### config.mk
export PLATFORM = sky130hd
export DESIGN_NAME = vram_arbiter
export DESIGN_NICKNAME = d
export VERILOG_FILES = /design/src/rtl/vram_arbiter_pkg.sv /design/src/rtl/vram_arbiter.sv
export SDC_FILE = /design/constraint.sdc
export NUM_CORES = 1
export LEC_CHECK = 0
export ABC_AREA = 1
export CORE_MARGIN = 2
export CORE_UTILIZATION = 23
export DETAILED_ROUTE_END_ITERATION = 16
export GPL_TIMING_DRIVEN = 0
export PLACE_DENSITY = 0.89
export SYNTH_ARGS = -nofsm -noshare
export SYNTH_HDL_FRONTEND = slang
export SYNTH_SLANG_ARGS = --single-unit
### constraint.sdc
create_clock -name bm_clk -period 1.12 [get_ports bm_clk]
set_input_delay 0.168 -clock bm_clk [delete_from_list [all_inputs] [get_ports bm_clk]]
set_output_delay 0.168 -clock bm_clk [all_outputs]
set_load 0.01 [all_outputs]
### src/rtl/vram_arbiter_pkg.sv
// Shared address-map constants and grant-state encoding for the VRAM arbiter.
package vram_arbiter_pkg;

  localparam int BM_AW  = 19;
  localparam int RAM_AW = 15;
  localparam int PER_AW = 11;

  localparam logic [1:0] REG_VRAM   = 2'b00;
  localparam logic [1:0] REG_PERIPH = 2'b01;

  // Which requester owned the previous cycle, i.e. whose response is due now.
  typedef enum logic [2:0] {
    LAST_NONE,
    LAST_BM_RAM,
    LAST_BM_PER,
    LAST_BM_ZERO,
    LAST_VID
  } last_e;

  function automatic logic [3:0] lane_mask(input logic [1:0] lane);
    return 4'b0001 << lane;
  endfunction

endpackage

### src/rtl/vram_arbiter.sv
// Decodes bus-master accesses onto VRAM / peripheral bus and shares the VRAM
// port with the video fetcher; the bus master always wins the port.
module vram_arbiter
  import vram_arbiter_pkg::*;
(
  input  logic                bm_clk,
  input  logic                bm_reset,
  input  logic [BM_AW-1:0]    bm_addr,
  input  logic [7:0]          bm_wrdata,
  input  logic                bm_strobe,
  input  logic                bm_write,
  output logic [7:0]          bm_rddata,
  input  logic                vid_req,
  input  logic [RAM_AW-1:0]   vid_addr,
  output logic                vid_ack,
  output logic [31:0]         vid_rddata,
  output logic [RAM_AW-1:0]   ram_addr,
  output logic [31:0]         ram_wrdata,
  output logic [3:0]          ram_wrbytesel,
  output logic                ram_write,
  input  logic [31:0]         ram_rddata,
  output logic                periph_strobe,
  output logic                periph_write,
  output logic [PER_AW-1:0]   periph_addr,
  output logic [7:0]          periph_wrdata,
  input  logic [7:0]          periph_rddata
);

  last_e       r_last;
  logic [1:0]  r_lane;
  logic        r_vid_inflight;

  logic [1:0]  w_region;
  logic        w_bm_ram;
  logic        w_bm_per;
  logic        w_ram_wr;
  logic        w_vid_grant;
  last_e       w_last_next;

  assign w_region = bm_addr[18:17];
  assign w_bm_ram = bm_strobe && (w_region == REG_VRAM);
  assign w_bm_per = bm_strobe && (w_region == REG_PERIPH);
  assign w_ram_wr = w_bm_ram && bm_write;

  // In the ack cycle vid_req is still high for the request being answered,
  // so the inflight flag suppresses a duplicate grant.
  assign w_vid_grant = vid_req && !w_bm_ram && !r_vid_inflight;

  // State register.
  // NOTE: sequential state uses non-blocking assignments so every register
  // samples pre-edge values regardless of process evaluation order.
  always_ff @(posedge bm_clk or posedge bm_reset) begin
    if (bm_reset) begin
      r_last         <= LAST_NONE;
      r_lane         <= 2'b00;
      r_vid_inflight <= 1'b0;
    end else begin
      r_last         <= w_last_next;
      r_lane         <= bm_addr[1:0];
      r_vid_inflight <= w_vid_grant;
    end
  end

  // Next-state: the bus-master read wins the label; video keeps its own flag
  // because a peripheral/unmapped access and a video grant can share a cycle.
  always_comb begin
    // NOTE: default first so every path assigns the variable and no latch forms.
    w_last_next = LAST_NONE;
    if (bm_strobe && !bm_write) begin
      case (w_region)
        REG_VRAM:   w_last_next = LAST_BM_RAM;
        REG_PERIPH: w_last_next = LAST_BM_PER;
        default:    w_last_next = LAST_BM_ZERO;
      endcase
    end else if (w_vid_grant && !bm_strobe) begin
      w_last_next = LAST_VID;
    end
  end

  // Response outputs for the cycle after the grant.
  always_comb begin
    bm_rddata = 8'h00;
    case (r_last)
      LAST_BM_RAM: bm_rddata = ram_rddata[{r_lane, 3'b000} +: 8];
      LAST_BM_PER: bm_rddata = periph_rddata;
      default:     bm_rddata = 8'h00;
    endcase
  end

  assign vid_ack    = r_vid_inflight;
  assign vid_rddata = r_vid_inflight ? ram_rddata : 32'h0;

  // VRAM port mux, resolved combinationally in the grant cycle.
  assign ram_addr      = w_bm_ram ? bm_addr[16:2] : vid_addr;
  assign ram_write     = w_ram_wr;
  assign ram_wrdata    = w_ram_wr ? {4{bm_wrdata}} : 32'h0;
  assign ram_wrbytesel = w_ram_wr ? lane_mask(bm_addr[1:0]) : 4'b0000;

  // Peripheral bus: bits 16:11 are dropped, so the region mirrors.
  assign periph_strobe = w_bm_per;
  assign periph_write  = w_bm_per && bm_write;
  assign periph_addr   = bm_addr[PER_AW-1:0];
  assign periph_wrdata = bm_wrdata;

endmodule

### Word level (Yosys, flattened, before mapping)

Cells that the tools add are included.

* $add $sub $neg: 0
* multipliers: 0
* divide/modulo/power cells: 0
* $lt $le $gt $ge: 0
* eq/ne operators: 3
* shift operators: 2
* muxes and demuxes: 8
* bitwise logic cells: 0
* reduce and logical (&&, ||, !) cells: 13

Operator list (number)
* 32-bit two-way mux: 2
* 32-bit by 6-bit indexed part select with 8-bit output: 1
* 8-bit case mux with 2 select lines: 1
* 15-bit two-way mux: 1
* 1-bit logical AND: 8
* 3-bit two-way mux: 2
* 1-bit logical NOT: 4
* 4-bit two-way mux: 1
* 2-bit case mux with 2 select lines: 1
* 1-bit by 2-bit left shift with 4-bit output, first input constant: 1
* 3-bit by 1-bit equality test with 1-bit output, second input constant: 1
* 3-bit by 2-bit equality test with 1-bit output, second input constant: 1
* 2-bit by 1-bit equality test with 1-bit output, second input constant: 1
* 2-bit logical NOT: 1

* register bits: 6
* latch bits: 0
* memory bits (writable): 0
* memory bits (read-only): 0
* bits of input ports: 87
* output and inout port bits: 114
* logic and storage cells: 29
* memories: 0

### Depth between registers and ports, before layout

* depth in word-level cells: 8
* depth in mapped cells: 7
* mapped depth without buffers: 5

### Worst setup path before layout

OpenSTA, ideal clock, no wires.

* kind: input to output
* start: input bm_addr[18]
* end: output ram_wrdata[10]
* arrival time: 1.099 ns
* required time: 0.952 ns
* path slack: -0.147 ns
* stages on the path: 6
* path buffers: 1
* path through: nor2_2 -> nand2_4 -> nor2_4 -> inv_2 -> nor2_1 -> buf_4

* cells in the longest elaborated chain, start to end: 4

RTL lines
* start: declaration: RTL line vram_arbiter.sv:8 `input logic [BM_AW-1:0] bm_addr,`
* 2-bit logical NOT: RTL line vram_arbiter.sv:41 `assign w_bm_ram = bm_strobe && (w_region == REG_VRAM);`
* 1-bit logical AND: RTL line vram_arbiter.sv:41
* 1-bit logical AND: RTL line vram_arbiter.sv:43 `assign w_ram_wr = w_bm_ram && bm_write;`
* via ram_write: RTL line vram_arbiter.sv:20 `output logic ram_write,`
* 32-bit two-way mux: RTL line vram_arbiter.sv:96 `assign ram_wrdata = w_ram_wr ? {4{bm_wrdata}} : 32'h0;`
* end: declaration: RTL line vram_arbiter.sv:18 `output logic [31:0] ram_wrdata,`

The timed path passes the listed nets, and every way through them passes these cells.

### Worst setup path in the final report

* start: register r_lane[0]
* end: output bm_rddata[4]

* cells in the longest elaborated chain, start to end: 2

RTL lines
* start: declaration: RTL line vram_arbiter.sv:30 `logic [1:0] r_lane;`
* start signal: assignment: RTL line vram_arbiter.sv:59 `r_lane <= bm_addr[1:0];`
* 32-bit by 6-bit indexed part select with 8-bit output: RTL line vram_arbiter.sv:84 `LAST_BM_RAM: bm_rddata = ram_rddata[{r_lane, 3'b000} +: 8];`
* 8-bit case mux with 2 select lines: RTL line vram_arbiter.sv:83 `case (r_last)`
* end: declaration: RTL line vram_arbiter.sv:12 `output logic [7:0] bm_rddata,`

Every way passes these cells.

==> results.md <==
* Gate Count Post-Synth at 288
* Area Overhead vs Synth at 211.0%
* Max Slew Vio Count at 0
* # nets final at 621
* Skew final at 0.00003589 ns
* WL/cell at 16.22 um
* Reg clk slew, reported paths at 0.03 ns
* Routed wire length at 9.878 mm
* Gate power share at 0.737
* Largest net degree at the start of global routing at 11
* Port Buffers at 200
* GPL Wtd Cong at 0.9533
* Critical path, cell by cell: buf_6 -> buf_4 -> nand2_1 -> nand3_1 -> nand3_2 -> nand2_1 -> buf_2
* Clk sinks at 6
* Core area at 6241 sq um
* Worst setup EP type: primary output
* Worst vdd ir at 0.3714 mV
* Sw power at 791.7 uW
* Initial antenna violation count at 0
* Placed cells at 565
* Clk pwr share at 0.148
* CP Launch Type: flip-flop
* Die footprint at 7019 sq um
* Post-route setup slack at -0.3914 ns
* Hpwl dp at 6.022 mm
* Layout cells sized above 1 at 0.6485
* Min cycle time layout at 1.511 ns
* Inserted Clock Buffers at 3
* Die H at 83.78 um
* Pwr dens at 462.6 nW/um^2
* Area leader, netlist: nand2_1
* Cell Area, Synth at 1464 sq um
* Slowest CP cell: dfrtp_1
* DR vias at 2825
* Final core occ at 0.7296
* # IOs at 201
* Vias in the first global route at 2795
* Switching Share at 0.3759
* CTS tree: done
* Flops & latches, synth at 6
* Synth top area share at 0.3308
* CP Class: flip-flop to primary output
* Worst path buffer plus inverter count at 3
* Crit path DAT at 1.34 ns
* Seq/Total Area, Yosys at 0.1026
* All-layer global routing usage at 0.2175
* Clock latency on the worst-skew pair at 0.22 ns
* RSZ-0062 raised after global routing: true
* Worst path required time at 0.95 ns
* Post-synthesis cell type count at 17
* Global route overflow at 0
* Rows at 29
* Max H-tree Level at 1
* Fmax at 0.6616 GHz
* Cts hold-fix bufs at 0
* Max FO, Critical Path at 5
* Seq pwr share at 0.115
* Max clock buf depth at 2
* Ys Warns at 0
* DRT Pass-1 Iters at 6
* Initial Util at 0.2346
* Syn avg cell area at 5.083 sq um
* Final setup fails at 94
* Setup TNS at -17.90 ns
* Drt via density at 4.639
* Fin. Hold Viols at 0
* Top delay family on crit path: buffers and inverters
* First-pass GRT wire length at 12.45 mm
* Die Wd at 83.78 um
* Final Cycle Share at 1.349
* Max Cap Violations at 0
* Drt first-iter violations at 62
* DRC errors left at 0
* Status: finished, violations left
* Remaining antenna violation count at 0
* Root buffer cell: clkbuf_8
* Worst-margin pin slew at 0.2390 ns
* Antenna Cells at 0
* Static Leak at 0.002532 uW
* Synth area leaders: nand2_1 (33%), buf_4 (23%), inv_1 (13%)
* Net count after synthesis at 375
* CP peak stage delay at 0.36 ns
* Hold crit path type: input port to async pin
* Internal power at 1314 uW
* Finished Layout Cells at 609
* Most used cell, CP: nand2_1
* Relative slew slack at 0.8403
* Failing checks: setup timing
## synth_stat cells
cell	count
dfrtp_1	6
buf_2	6
nor4_1	1
buf_6	2
nor3_2	2
nand3_1	24
clkbuf_1	1
inv_1	49
inv_2	2
nor2_2	1
nor2_4	1
nor3_1	2
nand2_4	1
inv_4	1
buf_4	44
nand2_1	129
nor2_1	16
## worst paths after layout
path / start / end / slack [ns] / cells after the start
max in group asynchronous: bm_reset / vid_ack / 0.75 / 2
worst min register to register: vid_ack / vid_ack / 0.85 / 4
min in group bm_clk: bm_addr[18] / r_last[0] / 0.20 / 3
worst max register to register: vid_ack / vid_ack / 0 / 4
worst min-delay path: bm_reset / r_lane[1] / 0.17 / 2
worst max-delay path: r_lane[0] / bm_rddata[4] / -0.39 / 7
## registers in the layout, summed over array words and instances, names as in the netlist
signal / cells
r_lane: 2
r_last: 3
vid_ack: 1
## stage by stage
stage	worst slack [ns]	hold WS (ns)	area, sq um	total power [uW]
global placement	-1.066	0.3920	3647	1441
CTS	-0.3434	0.1672	3984	1820
global route	-0.4439	0.1914	4553	2214
detailed placement	-1.098	0.3957	3647	1459
finish	-0.3914	0.1658	4553	2106
floorplan	-0.02984	-0.04104	1549	692.9
## power groups by stage
stage / clock [uW] / sequential [uW] / combinational (uW)
2_1_floorplan: 0 / 239 / 454
5_1_grt: 334 / 244 / 1640
3_5_place_dp: 0 / 239 / 1220
4_1_cts: 316 / 239 / 1270
3_3_place_gp: 0 / 239 / 1200
6_report: 312 / 243 / 1550
## layer usage
metal / GRT usage / up-vias / share of wire
met5: 0 / - / 0
met4: 0.09531 / 0 / 0.033
met3: 0.06231 / 32 / 0.086
met2: 0.4175 / 181 / 0.53
met1: 0.2138 / 1323 / 0.35
li1: - / 1289 / -
## kinds of logic after synthesis
family,count (synthesis),share of synthesized area
buffers and inverters,105,0.3992
flip-flops,6,0.1026
AND/OR/NAND/NOR,177,0.4983
## layout make-up
cell class                      count  area, sq um
Timing Repair Buffer              249         2442
Clock buffer                        3        41.29
Sequential cell                     6        151.4
Buffer                             45        444.2
Fill cell                         404         1688
Multi-Input combinational cell    177         1157
Tap cell                           77        96.34
Inverter                           52        220.2
## repair_timing
| item | 4_1_cts | 5_1_grt |
|---|---|---|
| endpoints found under the hold margin | 0 | 0 |
| setup buffers | 35 | 12 |
| resized for setup | 614 | 152 |
| gates cloned | 5 | 2 |
| endpoints found under the setup margin | 115 | 93 |
| pin swaps | 22 | 32 |
## worst reg2reg max path: cells and delay by family (launching register included)
| kind | cells | cell delay, ns |
|---|---|---|
| buffers and inverters | 3 | 0.43 |
| DFF | 1 | 0.43 |
| and+or+nand+nor | 1 | 0.18 |
## placed cells by master, fill, tap and decap left out
| master | n |
|---|---|
| nor4_2 | 1 |
| inv_2 | 30 |
| inv_1 | 18 |
| nand2_2 | 50 |
| nand3_1 | 10 |
| dlygate4sd2_1 | 10 |
| buf_12 | 1 |
| buf_2 | 39 |
| clkbuf_16 | 1 |
| buf_6 | 121 |
| clkdlybuf4s15_2 | 6 |
| nand2_1 | 64 |
| nor2_1 | 3 |
| buf_8 | 8 |
| dfrtp_1 | 5 |
| inv_8 | 3 |
| buf_4 | 32 |
| nor3_1 | 1 |
| nor2_4 | 15 |
| nand3_2 | 14 |
| clkbuf_8 | 3 |
| dfrtp_2 | 1 |
| dlymetal6s2s_1 | 3 |
| nor3_4 | 1 |
| nand2_4 | 16 |
| clkdlybuf4s15_1 | 1 |
| inv_4 | 1 |
| nor3_2 | 2 |
| clkdlybuf4s50_1 | 72 |
(Power assumes the default switching activity.)
